File: src/rtl/brownout_seq.sv
// Brownout analog-core sequencer: comparator power-up/settling, trip-code application,
// comparator deglitching and the one-shot hold timer that stretches the brownout reset.
module brownout_seq #(
  parameter int SETTLE_CYCLES = 16,
  parameter int FILT_LEN      = 4,
  parameter int TMR_W         = 12,
  parameter int LONG_HOLD     = 2048,
  parameter int SHORT_HOLD    = 4
) (
  input  logic       osc_ck,
  input  logic       rst,
  input  logic       ena,
  input  logic       force_short_oneshot,
  input  logic [2:0] otrip_req,
  input  logic [2:0] vtrip_req,
  input  logic       cmp_brout,
  input  logic       cmp_vunder,
  output logic       comp_ena,
  output logic [2:0] otrip,
  output logic [2:0] vtrip,
  output logic       brout_filt,
  output logic       vunder,
  output logic       out,
  output logic       timed_out,
  output logic [2:0] state
);

  typedef enum logic [2:0] {
    ST_OFF     = 3'd0,
    ST_SETTLE  = 3'd1,
    ST_HOLD    = 3'd2,
    ST_MONITOR = 3'd3,
    ST_BLANK   = 3'd4
  } state_t;

  localparam int FC_W = $clog2(FILT_LEN + 1);
  localparam logic [FC_W-1:0]  FC_ZERO     = FC_W'(0);
  localparam logic [FC_W-1:0]  FC_ONE      = FC_W'(1);
  localparam logic [FC_W-1:0]  FC_LAST     = FC_W'(FILT_LEN - 1);
  localparam logic [TMR_W-1:0] CNT_ZERO    = TMR_W'(0);
  localparam logic [TMR_W-1:0] CNT_ONE     = TMR_W'(1);
  localparam logic [TMR_W-1:0] SETTLE_LOAD = TMR_W'(SETTLE_CYCLES - 1);
  localparam logic [TMR_W-1:0] LONG_LOAD   = TMR_W'(LONG_HOLD - 1);
  localparam logic [TMR_W-1:0] SHORT_LOAD  = TMR_W'(SHORT_HOLD - 1);

  state_t           state_r, state_n_s;
  logic [TMR_W-1:0] cnt_r, cnt_n_s, hold_load_s;
  logic [2:0]       otrip_r, otrip_n_s, vtrip_r, vtrip_n_s;
  logic             out_r, out_n_s, comp_ena_r, comp_ena_n_s, timed_out_r, timed_out_n_s;
  // Channel 0 is brownout, channel 1 is undervoltage.
  logic [1:0]       sync1_r, sync2_r, filt_r, filt_n_s;
  logic [FC_W-1:0]  fcnt_r [2];
  logic [FC_W-1:0]  fcnt_n_s [2];

  assign hold_load_s = force_short_oneshot ? SHORT_LOAD : LONG_LOAD;

  // Deglitch filters: cleared while the comparators are unpowered/settling, frozen while blanked.
  always_comb begin
    filt_n_s = filt_r;
    for (int i = 0; i < 2; i++) begin
      fcnt_n_s[i] = fcnt_r[i];
      if (state_r == ST_OFF || state_r == ST_SETTLE) begin
        fcnt_n_s[i] = FC_ZERO;
        filt_n_s[i] = 1'b0;
      end else if (state_r == ST_BLANK) begin
        fcnt_n_s[i] = fcnt_r[i];
      end else if (sync2_r[i] == filt_r[i]) begin
        fcnt_n_s[i] = FC_ZERO;
      end else if (fcnt_r[i] == FC_LAST) begin
        fcnt_n_s[i] = FC_ZERO;
        filt_n_s[i] = ~filt_r[i];
      end else begin
        fcnt_n_s[i] = fcnt_r[i] + FC_ONE;
      end
    end
  end

  // Sequencer next state, timer and trip-code handling; outputs follow the next state.
  always_comb begin
    state_n_s     = state_r;
    cnt_n_s       = cnt_r;
    otrip_n_s     = otrip_r;
    vtrip_n_s     = vtrip_r;
    timed_out_n_s = 1'b0;
    if (!ena) begin
      state_n_s = ST_OFF;
      cnt_n_s   = CNT_ZERO;
    end else begin
      case (state_r)
        ST_OFF: begin
          otrip_n_s = otrip_req;
          vtrip_n_s = vtrip_req;
          cnt_n_s   = SETTLE_LOAD;
          state_n_s = ST_SETTLE;
        end
        ST_SETTLE: begin
          if (cnt_r == CNT_ZERO) begin
            cnt_n_s   = hold_load_s;
            state_n_s = ST_HOLD;
          end else begin
            cnt_n_s = cnt_r - CNT_ONE;
          end
        end
        ST_HOLD: begin
          if (filt_r[0]) begin
            cnt_n_s = hold_load_s;
          end else if (cnt_r == CNT_ZERO) begin
            timed_out_n_s = 1'b1;
            state_n_s     = ST_MONITOR;
          end else begin
            cnt_n_s = cnt_r - CNT_ONE;
          end
        end
        ST_MONITOR: begin
          if (filt_r[0]) begin
            cnt_n_s   = hold_load_s;
            state_n_s = ST_HOLD;
          end else if ({otrip_req, vtrip_req} != {otrip_r, vtrip_r}) begin
            otrip_n_s = otrip_req;
            vtrip_n_s = vtrip_req;
            cnt_n_s   = SETTLE_LOAD;
            state_n_s = ST_BLANK;
          end else begin
            cnt_n_s = cnt_r;
          end
        end
        ST_BLANK: begin
          if (cnt_r == CNT_ZERO) begin
            state_n_s = ST_MONITOR;
          end else begin
            cnt_n_s = cnt_r - CNT_ONE;
          end
        end
        default: begin
          cnt_n_s   = CNT_ZERO;
          state_n_s = ST_OFF;
        end
      endcase
    end
    out_n_s      = (state_n_s == ST_OFF) || (state_n_s == ST_SETTLE) || (state_n_s == ST_HOLD);
    comp_ena_n_s = (state_n_s != ST_OFF);
  end

  // State, synchronizer, filter and output registers.
  always_ff @(posedge osc_ck) begin
    if (rst) begin
      state_r     <= ST_OFF;
      cnt_r       <= CNT_ZERO;
      otrip_r     <= 3'd0;
      vtrip_r     <= 3'd0;
      out_r       <= 1'b1;
      comp_ena_r  <= 1'b0;
      timed_out_r <= 1'b0;
      sync1_r     <= 2'b00;
      sync2_r     <= 2'b00;
      filt_r      <= 2'b00;
      for (int i = 0; i < 2; i++) begin
        fcnt_r[i] <= FC_ZERO;
      end
    end else begin
      state_r     <= state_n_s;
      cnt_r       <= cnt_n_s;
      otrip_r     <= otrip_n_s;
      vtrip_r     <= vtrip_n_s;
      out_r       <= out_n_s;
      comp_ena_r  <= comp_ena_n_s;
      timed_out_r <= timed_out_n_s;
      sync1_r     <= {cmp_vunder, cmp_brout};
      sync2_r     <= sync1_r;
      filt_r      <= filt_n_s;
      for (int i = 0; i < 2; i++) begin
        fcnt_r[i] <= fcnt_n_s[i];
      end
    end
  end

  assign comp_ena   = comp_ena_r;
  assign otrip      = otrip_r;
  assign vtrip      = vtrip_r;
  assign brout_filt = filt_r[0];
  assign vunder     = filt_r[1];
  assign out        = out_r;
  assign timed_out  = timed_out_r;
  assign state      = state_r;

endmodule

File: config.mk
export PLATFORM = sky130hd
export DESIGN_NAME = brownout_seq
export DESIGN_NICKNAME = d
export VERILOG_FILES = /design/src/rtl/brownout_seq.sv
export SDC_FILE = /design/constraint.sdc
export NUM_CORES = 1
export LEC_CHECK = 0
export CAP_MARGIN = 20
export CELL_PAD_IN_SITES_DETAIL_PLACEMENT = 0
export CELL_PAD_IN_SITES_GLOBAL_PLACEMENT = 1
export CORE_ASPECT_RATIO = 1.2
export CORE_MARGIN = 4
export CORE_UTILIZATION = 46
export CTS_BUF_LIST = sky130_fd_sc_hd__clkbuf_4 sky130_fd_sc_hd__clkbuf_8
export CTS_CLUSTER_DIAMETER = 150
export DETAILED_ROUTE_END_ITERATION = 12
export PLACE_DENSITY = 0.87
export SYNTH_ARGS = -nofsm -noshare
export SYNTH_HDL_FRONTEND = slang
export SYNTH_SLANG_ARGS = --single-unit
File: constraint.sdc
create_clock -name osc_ck -period 3.7 [get_ports osc_ck]
set_input_delay 0.74 -clock osc_ck [delete_from_list [all_inputs] [get_ports osc_ck]]
set_output_delay 0.74 -clock osc_ck [all_outputs]
set_load 0.05 [all_outputs]
======== Word level (Yosys, flattened, before mapping) ========
Memories as Yosys holds them, arrays and structs flattened.
Cells that the tools add are included.
operators by class
  reductions and logical operators ........ 14
  add/sub/neg operators ................... 3
  muxes and demuxes ....................... 34
  equality and inequality tests ........... 14
  bitwise gates (word level) .............. 9
operators by type and width
  kind                                                number
  2-to-1 mux 12 bit                                   5
  2-to-1 mux 3 bit                                    20
  one-hot mux 12 bit (5 select lines)                 1
  == test 3 x 2 -> 1 bit, second input constant       5
  one-hot mux 3 bit (5 select lines)                  1
  logical NOT 12 bit                                  1
  one-hot mux 3 bit (2 select lines)                  2
  subtractor 12 x 1 -> 12 bit, second input constant  1
  2-to-1 mux 11 bit                                   1
  inverter 1 bit                                      7
  adder 3 x 1 -> 3 bit, second input constant         2
  == test 3 x 1 -> 1 bit, second input constant       2
  logical NOT 3 bit                                   2
  inequality test 6 bit                               1
  AND reduction 3 bit                                 2
  2-to-1 mux 1 bit                                    4
  inequality test 2 bit, second input constant        2
  AND reduction 4 bit                                 1
  OR reduction 2 bit                                  2
  OR reduction 4 bit                                  1
  == test 3 bit, second input constant                1
  logical OR 1 bit                                    3
  inequality test 3 bit, second input constant        1
  nonzero test 3 bit                                  1
  other kinds (3)                                     5
word-level totals
  input bits .............................. 12
  flip-flop bits (word level) ............. 30
  memories kept ........................... 1
  output and inout bits ................... 14
  RAM bits ................................ 6
memory list
  memory  words  width  rd ports  clocked after memory_dff  wr ports  line  RTL
  fcnt_r  2      3      2         0                         2         52    logic [FC_W-1:0] fcnt_r [2];

======== Longest topological paths before layout ========
Gate-level depths: netlist (run 1).
  word-level depth ........................ 8
  gate-level depth with buffers ........... 11
  depth with buffers taken out ............ 10

======== Worst setup path before layout (run 1) ========
OpenSTA, ideal clock, no wires.
  path kind ............................... reg-to-reg
  from .................................... register state_r[1], in the netlist state[1]
  to ...................................... register cnt_r[9]
  stages on the path, launching flop included .. 7
  data arrival time ....................... 2.068 ns
  data required time ...................... 3.630 ns
  setup slack ............................. 1.561 ns
  buffers on the path ..................... 1
  cell sequence ........................... dfxtp_1 > buf_4 > or3b_1 > o22a_2 > a21oi_2 > o311ai_0 > a21oi_1
between the ends
  word-level cells in the longest chain between the ends .. 2
  elaborated cells on any way between the ends .. 7
RTL lines
  what                                                                          line  RTL
  start: declaration                                                            46    state_t state_r, state_n_s;
  start signal: assignment                                                      161   state_r <= state_n_s;
  == test 3 bit (tied with other cells)                                         89    case (state_r)
  one-hot mux 12 bit (5 select lines) or inequality test 3 bit (tied branches)  -
  end signal: assignment                                                        162   cnt_r <= cnt_n_s;
  end: declaration                                                              47    logic [TMR_W-1:0] cnt_r, cnt_n_s, hold_load_s;
Several ways; a longest one is shown, not always the timed one.
A chain may end at the register's enable or synchronous reset.

======== Worst setup path after layout (run 1) ========
  from .................................... register state_r[1], in the netlist state[1]
  to ...................................... output state[1]
RTL lines
  what              line  RTL
  end: declaration  25    output logic [2:0] state
No word-level cell between the ends.

==> results of run 1 <==
final cells by class:
cell class | count | share of cell area [%]
clock buffer | 6 | 3.646
clock inverter | 2 | 0.6630
inverter | 8 | 1.436
multi-input combinational | 167 | 48.40
sequential | 36 | 31.82
tap | 54 | 2.983
timing repair buffer | 25 | 11.05
sequential cells by signal, summed over array words and instances (netlist names):
| name | cells |
|---|---|
| sync2_r | 2 |
| otrip | 3 |
| vtrip | 3 |
| sync1_r | 2 |
| fcnt_r | 6 |
| comp_ena | 1 |
| filt_r | 2 |
| state | 3 |
| timed_out | 1 |
| cnt_r | 12 |
| out | 1 |
stage by stage:
step	cells	power (mW)	utilization, %
after floorplan	221	0.5509	-
after global placement	290	0.5963	54.55
after detailed placement	290	0.5959	54.55
after CTS	298	0.8903	57.01
after global routing	298	0.9299	57.01
final	298	0.8803	57.01
layout by cell type, fill, tap and decap left out, drive strengths merged, types with 2 or more instances in the layout:
cell	instances
or4	2
nor2	26
xor2	6
o21ai	12
nand3	5
clkdlybuf4s50	25
nor3	3
nor2b	9
or2	2
inv	8
dfxtp	36
a21oi	19
xnor2	3
a211oi	2
and3	5
nand2b	3
o22a	2
mux2i	8
clkinvlp	2
nand2	12
nor4	2
nor4b	3
o211ai	2
nand4b	2
ha	4
o2111ai	2
clkbuf	6
a31oi	10
o31ai	2
and2	3
or3	2
worst paths after layout:
path	startpoint	to	slack, ps	depth (start not counted)
max	state[1]	state[1]	1040	1
min	sync1_r[0]	sync2_r[0]	440	1
max reg2reg	cnt_r[0]	cnt_r[0]	1260	10
min reg2reg	sync1_r[0]	sync2_r[0]	440	1
per-layer routing:
| layer | GRT usage (%) | share of wire (%) |
|---|---|---|
| met1 | 20.62 | 44 |
| met5 | 0 | 0 |
| met2 | 28.37 | 49 |
| met4 | 6.504 | 1.7 |
| met3 | 5.007 | 5.3 |
logic make-up (layout without fill, tap and decap cells):
logic type               count (synthesis)  count (layout)  share of synthesized area (%)
AND/OR/NAND/NOR                         83              83                          24.77
flip-flops                              36              36                          37.94
AO/OA/AOI/OAI                           62              62                          21.34
multiplexers                             9               9                          4.809
adder cells (fa/ha/maj)                  4               4                          2.635
buffers and inverters                   18              41                          4.348
XOR/XNOR                                 9               9                          4.150
power groups by stage:
stage	clock [mW]	sequential (mW)	combinational (mW)
finish	0.293	0.416	0.171
detailed placement	0	0.425	0.170
CTS	0.302	0.416	0.172
floorplan	0	0.442	0.109
global placement	0	0.425	0.171
global route	0.324	0.419	0.187
==> flow_summary.html, run 1 <==
<table>
<tr><th>Metric</th><th>Value</th></tr>
<tr><th colspan="2">Drt</th></tr>
<tr><td>Count of unresolved DRC violations after routing</td><td>0</td></tr>
<tr><td>Violation count after the first detailed-route iteration</td><td>102</td></tr>
<tr><td>Drt first pass iters</td><td>4</td></tr>
<tr><td>Detail-routed via count per cell</td><td>5.567</td></tr>
<tr><td>Post-detailed-route count of antenna-violating nets</td><td>0</td></tr>
<tr><td>Wire per inst</td><td>13.83 um</td></tr>
<tr><td>Via count</td><td>roughly 1700</td></tr>
<tr><td>Final routed wirelength across all metal layers</td><td>~4000 um</td></tr>
<tr><th colspan="2">Global route</th></tr>
<tr><td>Total congestion overflow after global routing</td><td>0</td></tr>
<tr><td>Antenna violations before repair</td><td>0</td></tr>
<tr><td>Pin count of the biggest net entering global routing</td><td>21</td></tr>
<tr><td>Wire length of the first global-routing pass</td><td>7031 um</td></tr>
<tr><td>Vias in the first global route</td><td>approximately 1600</td></tr>
<tr><td>Overall global routing resource usage</td><td>17.15%</td></tr>
<tr><th colspan="2">Synth</th></tr>
<tr><td>Post-synthesis instance area</td><td>0.001899 mm2</td></tr>
<tr><td>Net Count, Synth</td><td>237</td></tr>
<tr><td>Part of the Yosys area used for sequential elements</td><td>37.94%</td></tr>
<tr><td>Main flop type after synthesis</td><td>sky130_fd_sc_hd__dfxtp_1</td></tr>
<tr><td>Number of enable-type register cells in the synthesized netlist</td><td>0</td></tr>
<tr><td>Dominant cells by area after synthesis</td><td>sky130_fd_sc_hd__dfxtp_1, sky130_fd_sc_hd__nor2_1, sky130_fd_sc_hd__a21oi_1, sky130_fd_sc_hd__mux2i_1, sky130_fd_sc_hd__a31oi_1</td></tr>
<tr><td>Yosys top cell by area</td><td>sky130_fd_sc_hd__dfxtp_1</td></tr>
<tr><td>Yosys reg bits</td><td>36</td></tr>
<tr><td>Yosys warning total</td><td>0</td></tr>
<tr><td>Top cells by instance count after synthesis</td><td>sky130_fd_sc_hd__dfxtp_1, sky130_fd_sc_hd__nor2_1, sky130_fd_sc_hd__a21oi_1</td></tr>
<tr><td>Count of cell types in the netlist</td><td>55</td></tr>
<tr><td>Share of the synthesized area in the top cell type</td><td>~38%</td></tr>
<tr><td>Post-synthesis cell count</td><td>221</td></tr>
<tr><td>Syn Area/Cell</td><td>around 8.6 um2</td></tr>
<tr><td>Leading cell type by number of instances after synthesis</td><td>sky130_fd_sc_hd__dfxtp_1</td></tr>
<tr><td>Asr flop ratio synth</td><td>0%</td></tr>
<tr><th colspan="2">Worst setup path</th></tr>
<tr><td>Required time at the endpoint of the critical path</td><td>2960 ps</td></tr>
<tr><td>WP buf/inv</td><td>1</td></tr>
<tr><td>Largest stage delay on the critical path</td><td>930 ps</td></tr>
<tr><td>Endpoint arrival time on the critical path</td><td>approximately 1900 ps</td></tr>
<tr><td>Family of cells with the greatest summed delay on the critical path</td><td>buffers and inverters</td></tr>
<tr><td>Top fanout value on the critical path</td><td>20</td></tr>
<tr><td>Cell breakdown of the critical path</td><td>clkdlybuf4s50_1</td></tr>
<tr><td>Nature of the critical path endpoint</td><td>primary output</td></tr>
<tr><td>Master of the slowest instance on the critical path</td><td>sky130_fd_sc_hd__clkdlybuf4s50_1</td></tr>
<tr><td>Category of the worst setup path launch point</td><td>flop</td></tr>
<tr><td>Setup CP Type</td><td>flop to primary output</td></tr>
<tr><th colspan="2">Clock tree</th></tr>
<tr><td>Root Buffer Master</td><td>sky130_fd_sc_hd__clkbuf_8</td></tr>
<tr><td>Number of resized instances in the post-cts repair step</td><td>0</td></tr>
<tr><td>Clock insertion delay at the later pin of the skew report</td><td>290 ps</td></tr>
<tr><td>TritonCTS Buffers</td><td>5</td></tr>
<tr><td>Max H-tree Level</td><td>2</td></tr>
<tr><td>Number of hold buffers added after cts</td><td>0</td></tr>
<tr><td>Number of buffers added for setup after CTS</td><td>0</td></tr>
<tr><td>TritonCTS clock tree</td><td>done</td></tr>
<tr><td>CTS sink cnt</td><td>36</td></tr>
<tr><td>Maximum clock insertion buffer count</td><td>2</td></tr>
<tr><td>CTS clk-pin slew, worst paths</td><td>70 ps</td></tr>
<tr><th colspan="2">STA</th></tr>
<tr><td>RSZ-0062 raised after global routing</td><td>false</td></tr>
<tr><td>Portion of the clock cycle consumed by the worst path in the final layout</td><td>71.79%</td></tr>
<tr><td>Hold Slack</td><td>439.0 ps</td></tr>
<tr><td>Finish-stage setup viols</td><td>0</td></tr>
<tr><td>Max Clock Freq</td><td>376.5 MHz</td></tr>
<tr><td>Relative slew slack</td><td>60.16%</td></tr>
<tr><td>Post-Route Setup TNS</td><td>0 ps</td></tr>
<tr><td>Worst-margin pin slew</td><td>595.4 ps</td></tr>
<tr><td>Setup slack of the critical path after layout</td><td>1044 ps</td></tr>
<tr><td>Pins Over Slew Limit</td><td>0</td></tr>
<tr><td>Hold Violations, Final</td><td>0</td></tr>
<tr><td>Shortest clock period the worst path allows after layout</td><td>2656 ps</td></tr>
<tr><td>Post-route clock skew</td><td>about 3.7 ps</td></tr>
<tr><th colspan="2">Pwr</th></tr>
<tr><td>Switching pwr</td><td>258.5 uW</td></tr>
<tr><td>Relative contribution of combinational cells to total power</td><td>19.5%</td></tr>
<tr><td>Leakage power total</td><td>0.8089 nW</td></tr>
<tr><td>Internal Dissipation</td><td>621.8 uW</td></tr>
<tr><td>Clk pwr share</td><td>between 30 and 40%</td></tr>
<tr><td>Proportion of total power due to net switching</td><td>29.36%</td></tr>
<tr><td>Power per Cell Area</td><td>388.7 mW/mm2</td></tr>
<tr><td>Fraction of power consumed by sequential logic</td><td>47.3%</td></tr>
<tr><td>Worst supply voltage drop on vdd</td><td>0.0002086 V</td></tr>
<tr><th colspan="2">Placement</th></tr>
<tr><td>Standard cell area after detailed placement</td><td>0.002167 mm2</td></tr>
<tr><td>Setup Slack @ Placement</td><td>around 1000 ps</td></tr>
<tr><td>Port Buffer Count</td><td>25</td></tr>
<tr><td>Final weighted congestion of routability-driven global placement</td><td>about 0.77</td></tr>
<tr><td>Total half-perimeter wirelength after legalization and detailed placement</td><td>3019 um</td></tr>
<tr><th colspan="2">Cells and area</th></tr>
<tr><td>Number of fillers in the final layout</td><td>397</td></tr>
<tr><td>Area growth from synthesis to layout</td><td>19.24%</td></tr>
<tr><td>Sequential cell area</td><td>720.7 um2</td></tr>
<tr><td>Finished layout cell area</td><td>0.002265 mm2</td></tr>
<tr><td>Layout net count</td><td>259</td></tr>
<tr><td>Area taken by multi-input logic gates</td><td>0.001096 mm2</td></tr>
<tr><td>Share of final-layout standard cells stronger than drive strength 1</td><td>under 10%</td></tr>
<tr><td>Diodes inserted</td><td>0</td></tr>
<tr><th colspan="2">Worst hold path</th></tr>
<tr><td>Worst min path class</td><td>flop to flop</td></tr>
<tr><th colspan="2">Floorplan</th></tr>
<tr><td>Die H</td><td>78.39 um</td></tr>
<tr><td>Die Width</td><td>66.66 um</td></tr>
<tr><td>Number of placement rows</td><td>25</td></tr>
<tr><td>Core area</td><td>0.003973 mm2</td></tr>
<tr><td>Effective utilization at floorplan</td><td>47.81%</td></tr>
<tr><td>Total Die Area</td><td>between 0.005 and 0.006 mm2</td></tr>
<tr><td>Number of top-level pins</td><td>26</td></tr>
<tr><th colspan="2">Run</th></tr>
<tr><td>Number of maximum-capacitance constraint violations</td><td>0</td></tr>
<tr><th colspan="2">Status</th></tr>
<tr><td>Outcome</td><td>finished, final reports clean</td></tr>
</table>
Power figures use the tool's default switching activity.
==> run 2: changes to the inputs <==
--- a/config.mk
+++ b/config.mk
@@ -10,11 +10,11 @@
 export CELL_PAD_IN_SITES_GLOBAL_PLACEMENT = 1
 export CORE_ASPECT_RATIO = 1.2
 export CORE_MARGIN = 4
-export CORE_UTILIZATION = 46
+export CORE_UTILIZATION = 38
 export CTS_BUF_LIST = sky130_fd_sc_hd__clkbuf_4 sky130_fd_sc_hd__clkbuf_8
 export CTS_CLUSTER_DIAMETER = 150
 export DETAILED_ROUTE_END_ITERATION = 12
-export PLACE_DENSITY = 0.87
+export PLACE_DENSITY = 0.77
 export SYNTH_ARGS = -nofsm -noshare
 export SYNTH_HDL_FRONTEND = slang
 export SYNTH_SLANG_ARGS = --single-unit
==> constraint.sdc (replaced) <==
create_clock -name osc_ck -period 2.3 [get_ports osc_ck]
set_input_delay 0.46 -clock osc_ck [delete_from_list [all_inputs] [get_ports osc_ck]]
set_output_delay 0.46 -clock osc_ck [all_outputs]
set_load 0.05 [all_outputs]
==> run 2 against run 1 <==
Against the previous run:
- global-route usage decreased by 2.1 points
- critical endpoint is now brout_filt
- largest cell class unchanged
- worst setup slack worse by 870 ps
- core utilization is 6.8 points lower
- first-iteration DRC count rose by 12%
- register-to-register slack worse by 1100 ps
- final area increased by 4.9%
- non-clock buffer count increased by 15
- cell count up 6.4%
==> flow_summary.html, run 2 (synthesis gave the netlist of run 1 again) <==
<table>
<tr><th>Metric</th><th>Value</th></tr>
<tr><th colspan="2">STA</th></tr>
<tr><td>Max Clock Freq</td><td>470.0 MHz</td></tr>
<tr><td>Hold Violations, Final</td><td>0 (unchanged)</td></tr>
<tr><td>Post-route clock skew</td><td>9.616 ps (was 3.713 ps)</td></tr>
<tr><td>Hold Slack</td><td>442.4 ps (was 439.0 ps)</td></tr>
<tr><td>Pins Over Slew Limit</td><td>0 (unchanged)</td></tr>
<tr><td>RSZ-0062 raised after global routing</td><td>false (unchanged)</td></tr>
<tr><td>Relative slew slack</td><td>66.66% (was 60.16%)</td></tr>
<tr><td>Worst-margin pin slew</td><td>498.5 ps (was 595.4 ps)</td></tr>
<tr><td>Finish-stage setup viols</td><td>0 (unchanged)</td></tr>
<tr><td>Shortest clock period the worst path allows after layout</td><td>2128 ps</td></tr>
<tr><td>Portion of the clock cycle consumed by the worst path in the final layout</td><td>92.51%</td></tr>
<tr><td>Post-Route Setup TNS</td><td>0 ps (unchanged)</td></tr>
<tr><th colspan="2">Clock tree</th></tr>
<tr><td>Maximum clock insertion buffer count</td><td>2 (unchanged)</td></tr>
<tr><td>Clock insertion delay at the later pin of the skew report</td><td>290 ps (about the same)</td></tr>
<tr><td>Number of buffers added for setup after CTS</td><td>0 (unchanged)</td></tr>
<tr><td>CTS clk-pin slew, worst paths</td><td>80 ps (was 70 ps)</td></tr>
<tr><td>Max H-tree Level</td><td>2 (unchanged)</td></tr>
<tr><td>Number of hold buffers added after cts</td><td>0 (unchanged)</td></tr>
<tr><td>TritonCTS clock tree</td><td>done (unchanged)</td></tr>
<tr><td>Root Buffer Master</td><td>sky130_fd_sc_hd__clkbuf_8 (unchanged)</td></tr>
<tr><td>CTS sink cnt</td><td>36 (unchanged)</td></tr>
<tr><td>TritonCTS Buffers</td><td>5 (unchanged)</td></tr>
<tr><th colspan="2">Cells and area</th></tr>
<tr><td>Largest registers</td><td>cnt_r x12, fcnt_r x6 (unchanged)</td></tr>
<tr><td>Diodes inserted</td><td>0 (unchanged)</td></tr>
<tr><td>Number of flip-flops in the largest register</td><td>12 (unchanged)</td></tr>
<tr><td>Sequential cell area</td><td>720.7 um2 (unchanged)</td></tr>
<tr><td>Number of cells in the finished layout apart from fillers</td><td>317 (was 298)</td></tr>
<tr><td>Area growth from synthesis to layout</td><td>25.03% (was 19.24%)</td></tr>
<tr><td>Register ranked first by flip-flop count</td><td>cnt_r (unchanged)</td></tr>
<tr><td>Most used cells in the layout excluding fill and tap cells</td><td>sky130_fd_sc_hd__dfxtp_1, sky130_fd_sc_hd__nor2_1, sky130_fd_sc_hd__clkdlybuf4s50_1, sky130_fd_sc_hd__a21oi_1, sky130_fd_sc_hd__buf_4 (was sky130_fd_sc_hd__dfxtp_1, sky130_fd_sc_hd__nor2_1, sky130_fd_sc_hd__clkdlybuf4s50_1, sky130_fd_sc_hd__a21oi_1)</td></tr>
<tr><td>Number of fillers in the final layout</td><td>494 (was 397)</td></tr>
<tr><td>Layout net count</td><td>274 (was 259)</td></tr>
<tr><td>Area taken by multi-input logic gates</td><td>0.001099 mm2 (was 0.001096 mm2)</td></tr>
<tr><td>Share of final-layout standard cells stronger than drive strength 1</td><td>14.29% (was 7.787%)</td></tr>
<tr><td>Commonest non-fill, non-tap cell in the layout</td><td>sky130_fd_sc_hd__dfxtp_1 (unchanged)</td></tr>
<tr><th colspan="2">Drt</th></tr>
<tr><td>Count of unresolved DRC violations after routing</td><td>0 (unchanged)</td></tr>
<tr><td>Wire per inst</td><td>14.09 um (was 13.83 um)</td></tr>
<tr><td>Via count</td><td>1690 (was 1659)</td></tr>
<tr><td>Final routed wirelength across all metal layers</td><td>4468 um (was 4121 um)</td></tr>
<tr><td>Violation count after the first detailed-route iteration</td><td>114 (was 102)</td></tr>
<tr><td>Drt first pass iters</td><td>4 (unchanged)</td></tr>
<tr><td>Detail-routed via count per cell</td><td>5.331 (was 5.567)</td></tr>
<tr><td>Post-detailed-route count of antenna-violating nets</td><td>0 (unchanged)</td></tr>
<tr><th colspan="2">Global route</th></tr>
<tr><td>Wire length of the first global-routing pass</td><td>7493 um (was 7031 um)</td></tr>
<tr><td>Total congestion overflow after global routing</td><td>0 (unchanged)</td></tr>
<tr><td>Pin count of the biggest net entering global routing</td><td>20 (was 21)</td></tr>
<tr><td>Overall global routing resource usage</td><td>15.07% (was 17.15%)</td></tr>
<tr><td>Vias in the first global route</td><td>1654 (was 1558)</td></tr>
<tr><td>Antenna violations before repair</td><td>0 (unchanged)</td></tr>
<tr><th colspan="2">Floorplan</th></tr>
<tr><td>Number of top-level pins</td><td>26 (unchanged)</td></tr>
<tr><td>Effective utilization at floorplan</td><td>40.16% (was 47.81%)</td></tr>
<tr><td>Die Width</td><td>72.54 um (was 66.66 um)</td></tr>
<tr><td>Number of placement rows</td><td>27 (was 25)</td></tr>
<tr><td>Total Die Area</td><td>0.006198 mm2 (was 0.005225 mm2)</td></tr>
<tr><td>Die H</td><td>85.45 um (was 78.39 um)</td></tr>
<tr><td>Core area</td><td>0.004730 mm2 (was 0.003973 mm2)</td></tr>
<tr><th colspan="2">Pwr</th></tr>
<tr><td>Worst supply voltage drop on vdd</td><td>0.0003653 V (was 0.0002086 V)</td></tr>
<tr><td>Total power of the final layout</td><td>1.436 mW (was 880.3 uW)</td></tr>
<tr><td>Power per Cell Area</td><td>604.7 mW/mm2 (was 388.7 mW/mm2)</td></tr>
<tr><td>Leakage power total</td><td>0.9043 nW (was 0.8089 nW)</td></tr>
<tr><th colspan="2">Worst setup path</th></tr>
<tr><td>Setup CP Type</td><td>flop to primary output (unchanged)</td></tr>
<tr><td>Required time at the endpoint of the critical path</td><td>1840 ps (was 2960 ps)</td></tr>
<tr><td>Nature of the critical path endpoint</td><td>primary output (unchanged)</td></tr>
<tr><td>Family of cells with the greatest summed delay on the critical path</td><td>buffers and inverters (unchanged)</td></tr>
<tr><td>Cell breakdown of the critical path</td><td>clkdlybuf4s50_1 (unchanged)</td></tr>
<tr><td>Top fanout value on the critical path</td><td>8 (was 20)</td></tr>
<tr><td>Category of the worst setup path launch point</td><td>flop (unchanged)</td></tr>
<tr><td>WP buf/inv</td><td>1 (unchanged)</td></tr>
<tr><td>Largest stage delay on the critical path</td><td>870 ps (was 930 ps)</td></tr>
<tr><td>Master of the slowest instance on the critical path</td><td>sky130_fd_sc_hd__clkdlybuf4s50_1 (unchanged)</td></tr>
<tr><td>Endpoint arrival time on the critical path</td><td>1670 ps (was 1920 ps)</td></tr>
<tr><th colspan="2">Placement</th></tr>
<tr><td>Cell Count Post-Placement</td><td>309 (was 290)</td></tr>
<tr><td>Final weighted congestion of routability-driven global placement</td><td>0.8291 (was 0.7673)</td></tr>
<tr><td>Total half-perimeter wirelength after legalization and detailed placement</td><td>3374 um (was 3019 um)</td></tr>
<tr><td>Port Buffer Count</td><td>25 (unchanged)</td></tr>
<tr><th colspan="2">Run</th></tr>
<tr><td>Number of maximum-capacitance constraint violations</td><td>0 (unchanged)</td></tr>
<tr><th colspan="2">Worst hold path</th></tr>
<tr><td>Worst min path class</td><td>flop to flop (unchanged)</td></tr>
<tr><th colspan="2">Status</th></tr>
<tr><td>Outcome</td><td>finished, final reports clean (unchanged)</td></tr>
</table>
run 2: cell types whose count changed in the layout (fill, tap and decap cells not counted), sizes merged:
cell | previous run | this run
clkbuf | 6 | 5
dlymetal6s2s | 0 | 1
clkinvlp | 2 | 1
buf | 0 | 17
clkdlybuf4s50 | 25 | 22
clkinv | 0 | 1
inv | 8 | 9
run 2: final cells by class:
type / instances / area share, %
Clock buffer: 5 / 2.898
Clock inverter: 3 / 0.8957
Inverter: 8 / 1.370
Multi-Input combinational cell: 167 / 46.26
Sequential cell: 36 / 30.35
Tap cell: 58 / 3.056
Timing Repair Buffer: 40 / 15.17
run 2: repair_timing:
action,CTS,global route
hold endpoints to repair,0,0
setup endpoints to repair,0,2
gates resized for setup,0,2
run 2: layer usage:
layer / global-route usage [%] / share of wire [%] / vias to the layer above
met3: 4.384 / 4.0 / 5
met5: 0 / 0 / -
met1: 19.00 / 47 / 777
met4: 4.530 / 1.3 / 0
li1: - / - / 879
met2: 24.55 / 48 / 29
run 2: report_power, final:
part,leakage (nW),internal (mW),total [mW],switching [mW]
combinational,0.566,0.137,0.306,0.169
sequential,0.294,0.645,0.668,0.0226
clock,0.0445,0.215,0.462,0.247
total,0.904,0.997,1.44,0.439
run 2: path summary, 6_finish.rpt:
check / startpoint / end / slack (ps) / depth (start not counted)
worst max-delay path: filt_r[0] / brout_filt / 170 / 1
worst min-delay path: sync1_r[0] / sync2_r[0] / 440 / 1
worst min register to register: sync1_r[0] / sync2_r[0] / 440 / 1
worst max register to register: cnt_r[0] / cnt_r[9] / 210 / 8
run 2: stage by stage:
| step | util [%] | setup WS, ps | cell area, um2 |
|---|---|---|---|
| finish | 50.21 | 172.4 | 2375 |
| global route | 50.21 | 2.416 | 2375 |
| CTS | 50.11 | 74.12 | 2370 |
| detailed placement | 48.20 | 57.10 | 2280 |
| global placement | 48.20 | 106.8 | 2280 |
| floorplan | - | 161.4 | 1899 |
==> run 3: changes to the inputs <==
==> constraint.sdc (replaced) <==
create_clock -name osc_ck -period 2.3 [get_ports osc_ck]
set_input_delay 0.46 -clock osc_ck [delete_from_list [all_inputs] [get_ports osc_ck]]
set_output_delay 0.46 -clock osc_ck [all_outputs]
set_load 0.005 [all_outputs]
==> run 3 against run 2 <==
Against the previous run:
- power grew 20%
- cell count grew 0.32%
- hold slack lost 6.1 ps
- routed wire length shrank 0.43%
- non-clock buffer count grew 1
- highest routed layer unchanged
- combinational power shrank 9.2%
- core utilization grew 1.6 points
- final area grew 3.2%
- sequential cell count is the same
- clock skew shrank 6.8 ps
- largest cell class unchanged
- clock power grew 68%
- fmax grew 3.0%
- critical path type is now flop to flop
==> flow_summary.html, run 3 (synthesis gave the netlist of run 1 again) <==
<table>
<tr><th>Metric</th><th>Value</th></tr>
<tr><th colspan="2">Status</th></tr>
<tr><td>Outcome</td><td>finished, final reports clean (unchanged)</td></tr>
<tr><th colspan="2">Drt</th></tr>
<tr><td>Final routed wirelength across all metal layers</td><td>4449 um (was 4468 um)</td></tr>
<tr><td>Wire per inst</td><td>13.99 um (was 14.09 um)</td></tr>
<tr><td>Via count</td><td>1722 (was 1690)</td></tr>
<tr><td>Count of unresolved DRC violations after routing</td><td>0 (unchanged)</td></tr>
<tr><td>Post-detailed-route count of antenna-violating nets</td><td>0 (unchanged)</td></tr>
<tr><td>Detail-routed via count per cell</td><td>5.415 (was 5.331)</td></tr>
<tr><td>Drt first pass iters</td><td>4 (unchanged)</td></tr>
<tr><td>Violation count after the first detailed-route iteration</td><td>86 (was 114)</td></tr>
<tr><th colspan="2">Global route</th></tr>
<tr><td>Met3 track utilization from global routing</td><td>3.791% (was 4.384%)</td></tr>
<tr><td>Most used routing layer in global routing</td><td>met2 (unchanged)</td></tr>
<tr><td>Pin count of the biggest net entering global routing</td><td>20 (unchanged)</td></tr>
<tr><td>Vias in the first global route</td><td>1649 (was 1654)</td></tr>
<tr><td>Grt met1 use</td><td>19.24% (was 19.00%)</td></tr>
<tr><td>Total congestion overflow after global routing</td><td>0 (unchanged)</td></tr>
<tr><td>Wire length of the first global-routing pass</td><td>7652 um (was 7493 um)</td></tr>
<tr><td>Global-route track usage on met2</td><td>25.53% (was 24.55%)</td></tr>
<tr><td>Overall global routing resource usage</td><td>15.62% (was 15.07%)</td></tr>
<tr><td>Antenna violations before repair</td><td>0 (unchanged)</td></tr>
<tr><th colspan="2">Pwr</th></tr>
<tr><td>Worst supply voltage drop on vdd</td><td>0.0004222 V (was 0.0003653 V)</td></tr>
<tr><td>Power per Cell Area</td><td>702.1 mW/mm2 (was 604.7 mW/mm2)</td></tr>
<tr><td>Leakage power total</td><td>0.9243 nW (was 0.9043 nW)</td></tr>
<tr><th colspan="2">Worst setup path</th></tr>
<tr><td>Nature of the critical path endpoint</td><td>flop (was primary output)</td></tr>
<tr><td>Required time at the endpoint of the critical path</td><td>2520 ps (was 1840 ps)</td></tr>
<tr><td>Number of cells on the worst reg-to-reg path</td><td>10 (was 8)</td></tr>
<tr><td>Top fanout value on the critical path</td><td>8 (unchanged)</td></tr>
<tr><td>Category of the worst setup path launch point</td><td>flop (unchanged)</td></tr>
<tr><td>Endpoint arrival time on the critical path</td><td>2280 ps (was 1670 ps)</td></tr>
<tr><td>Setup CP Type</td><td>flop to flop (was flop to primary output)</td></tr>
<tr><th colspan="2">Cells and area</th></tr>
<tr><td>Most used cells in the layout excluding fill and tap cells</td><td>sky130_fd_sc_hd__dfxtp_1, sky130_fd_sc_hd__nor2_1, sky130_fd_sc_hd__clkdlybuf4s50_1, sky130_fd_sc_hd__a21oi_1, sky130_fd_sc_hd__buf_4 (unchanged)</td></tr>
<tr><td>Commonest non-fill, non-tap cell in the layout</td><td>sky130_fd_sc_hd__dfxtp_1 (unchanged)</td></tr>
<tr><td>Number of cells in the finished layout apart from fillers</td><td>318 (was 317)</td></tr>
<tr><td>Register ranked first by flip-flop count</td><td>cnt_r (unchanged)</td></tr>
<tr><td>Number of flip-flops in the largest register</td><td>12 (unchanged)</td></tr>
<tr><td>Diodes inserted</td><td>0 (unchanged)</td></tr>
<tr><td>Area growth from synthesis to layout</td><td>29.05% (was 25.03%)</td></tr>
<tr><td>Layout net count</td><td>275 (was 274)</td></tr>
<tr><td>Share of final-layout standard cells stronger than drive strength 1</td><td>13.46% (was 14.29%)</td></tr>
<tr><td>Largest registers</td><td>cnt_r x12, fcnt_r x6 (unchanged)</td></tr>
<tr><th colspan="2">Placement</th></tr>
<tr><td>Port Buffer Count</td><td>25 (unchanged)</td></tr>
<tr><td>Final weighted congestion of routability-driven global placement</td><td>0.7726 (was 0.8291)</td></tr>
<tr><td>Cell Count Post-Placement</td><td>310 (was 309)</td></tr>
<tr><td>Total half-perimeter wirelength after legalization and detailed placement</td><td>3368 um (was 3374 um)</td></tr>
<tr><th colspan="2">Clock tree</th></tr>
<tr><td>Number of hold buffers added after cts</td><td>0 (unchanged)</td></tr>
<tr><td>Number of resized instances in the post-cts repair step</td><td>0 (unchanged)</td></tr>
<tr><td>CTS sink cnt</td><td>36 (unchanged)</td></tr>
<tr><td>CTS clk-pin slew, worst paths</td><td>70 ps (was 80 ps)</td></tr>
<tr><td>Maximum clock insertion buffer count</td><td>2 (unchanged)</td></tr>
<tr><td>Root Buffer Master</td><td>sky130_fd_sc_hd__clkbuf_8 (unchanged)</td></tr>
<tr><td>Clock insertion delay at the later pin of the skew report</td><td>290 ps (about the same)</td></tr>
<tr><td>Max H-tree Level</td><td>2 (unchanged)</td></tr>
<tr><td>Number of buffers added for setup after CTS</td><td>0 (unchanged)</td></tr>
<tr><td>TritonCTS Buffers</td><td>5 (unchanged)</td></tr>
<tr><td>TritonCTS clock tree</td><td>done (unchanged)</td></tr>
<tr><th colspan="2">Floorplan</th></tr>
<tr><td>Number of placement rows</td><td>27 (unchanged)</td></tr>
<tr><td>Number of top-level pins</td><td>26 (unchanged)</td></tr>
<tr><td>Effective utilization at floorplan</td><td>40.16% (unchanged)</td></tr>
<tr><td>Total Die Area</td><td>0.006198 mm2 (unchanged)</td></tr>
<tr><td>Die Width</td><td>72.54 um (unchanged)</td></tr>
<tr><td>Core area</td><td>0.004730 mm2 (unchanged)</td></tr>
<tr><td>Die H</td><td>85.45 um (unchanged)</td></tr>
<tr><th colspan="2">STA</th></tr>
<tr><td>Pins Over Slew Limit</td><td>0 (unchanged)</td></tr>
<tr><td>RSZ-0062 raised after global routing</td><td>false (unchanged)</td></tr>
<tr><td>Hold Violations, Final</td><td>0 (unchanged)</td></tr>
<tr><td>Relative slew slack</td><td>73.95% (was 66.66%)</td></tr>
<tr><td>Portion of the clock cycle consumed by the worst path in the final layout</td><td>89.85% (was 92.51%)</td></tr>
<tr><td>Max Clock Freq</td><td>483.9 MHz (was 470.0 MHz)</td></tr>
<tr><td>Finish-stage setup viols</td><td>0 (unchanged)</td></tr>
<tr><td>Post-Route Setup TNS</td><td>0 ps (unchanged)</td></tr>
<tr><td>Worst-margin pin slew</td><td>390.2 ps (was 498.5 ps)</td></tr>
<tr><td>Shortest clock period the worst path allows after layout</td><td>2067 ps (was 2128 ps)</td></tr>
<tr><td>Post-route clock skew</td><td>2.851 ps (was 9.616 ps)</td></tr>
<tr><th colspan="2">Run</th></tr>
<tr><td>Number of maximum-capacitance constraint violations</td><td>0 (unchanged)</td></tr>
<tr><th colspan="2">Worst hold path</th></tr>
<tr><td>Worst min path class</td><td>flop to flop (unchanged)</td></tr>
<tr><td>Min-Delay Path Depth</td><td>1 (unchanged)</td></tr>
</table>
-- run 3: routing by layer --
metal  wire, um  up-vias
met2       2136       35
met1       2041      801
met4         87        0
met5          0        -
met3        183        7
li1           -      879
-- run 3: layout make-up --
type	instances	area, um2
clock buffers	5	68.82
fillers	471	2278
well taps	58	72.57
repair buffers	41	370.4
multi-input cells	167	1096
clock inverters	3	90.09
flip-flops and latches	36	720.7
inverters	8	32.53
-- run 3: path summary, 6_finish.rpt --
kind                                 start         end  slack [ps]
worst min-delay path            sync1_r[1]  sync2_r[1]         440
worst max-delay path              cnt_r[1]    cnt_r[0]         230
worst min register to register  sync1_r[1]  sync2_r[1]         440
worst max register to register    cnt_r[1]    cnt_r[0]         230
-- run 3: critical path: stages, from the launching register on --
cell and delay [ps]:
sky130_fd_sc_hd__dfxtp_1 340, sky130_fd_sc_hd__inv_1 90, sky130_fd_sc_hd__ha_1 190, sky130_fd_sc_hd__nor4b_4 240, sky130_fd_sc_hd__and4b_1 310, sky130_fd_sc_hd__inv_4 80, sky130_fd_sc_hd__ha_1 300, sky130_fd_sc_hd__nor3_1 40
sky130_fd_sc_hd__o21ai_0 150, sky130_fd_sc_hd__o2111ai_1 120, sky130_fd_sc_hd__a21oi_1 140
-- run 3: report_power, final --
part           leakage (nW)  total, mW  switching (mW)  internal [mW]
Combinational         0.552      0.278           0.139          0.139
Clock                0.0784      0.777           0.235          0.542
Sequential            0.294      0.666          0.0203          0.646
Total                 0.924       1.72           0.394           1.33
-- run 3: stage by stage --
step	power, mW	setup slack, ps	hold slack [ps]	cell area, um2	utilization, %
global route	1.803	26.59	458.6	2451	51.83
CTS	1.742	218.2	440.7	2451	51.83
finish	1.721	233.5	436.2	2451	51.83
detailed placement	0.9578	74.63	422.0	2292	48.47
floorplan	0.8520	326.6	413.8	1899	-
global placement	0.9593	111.5	417.5	2292	48.47
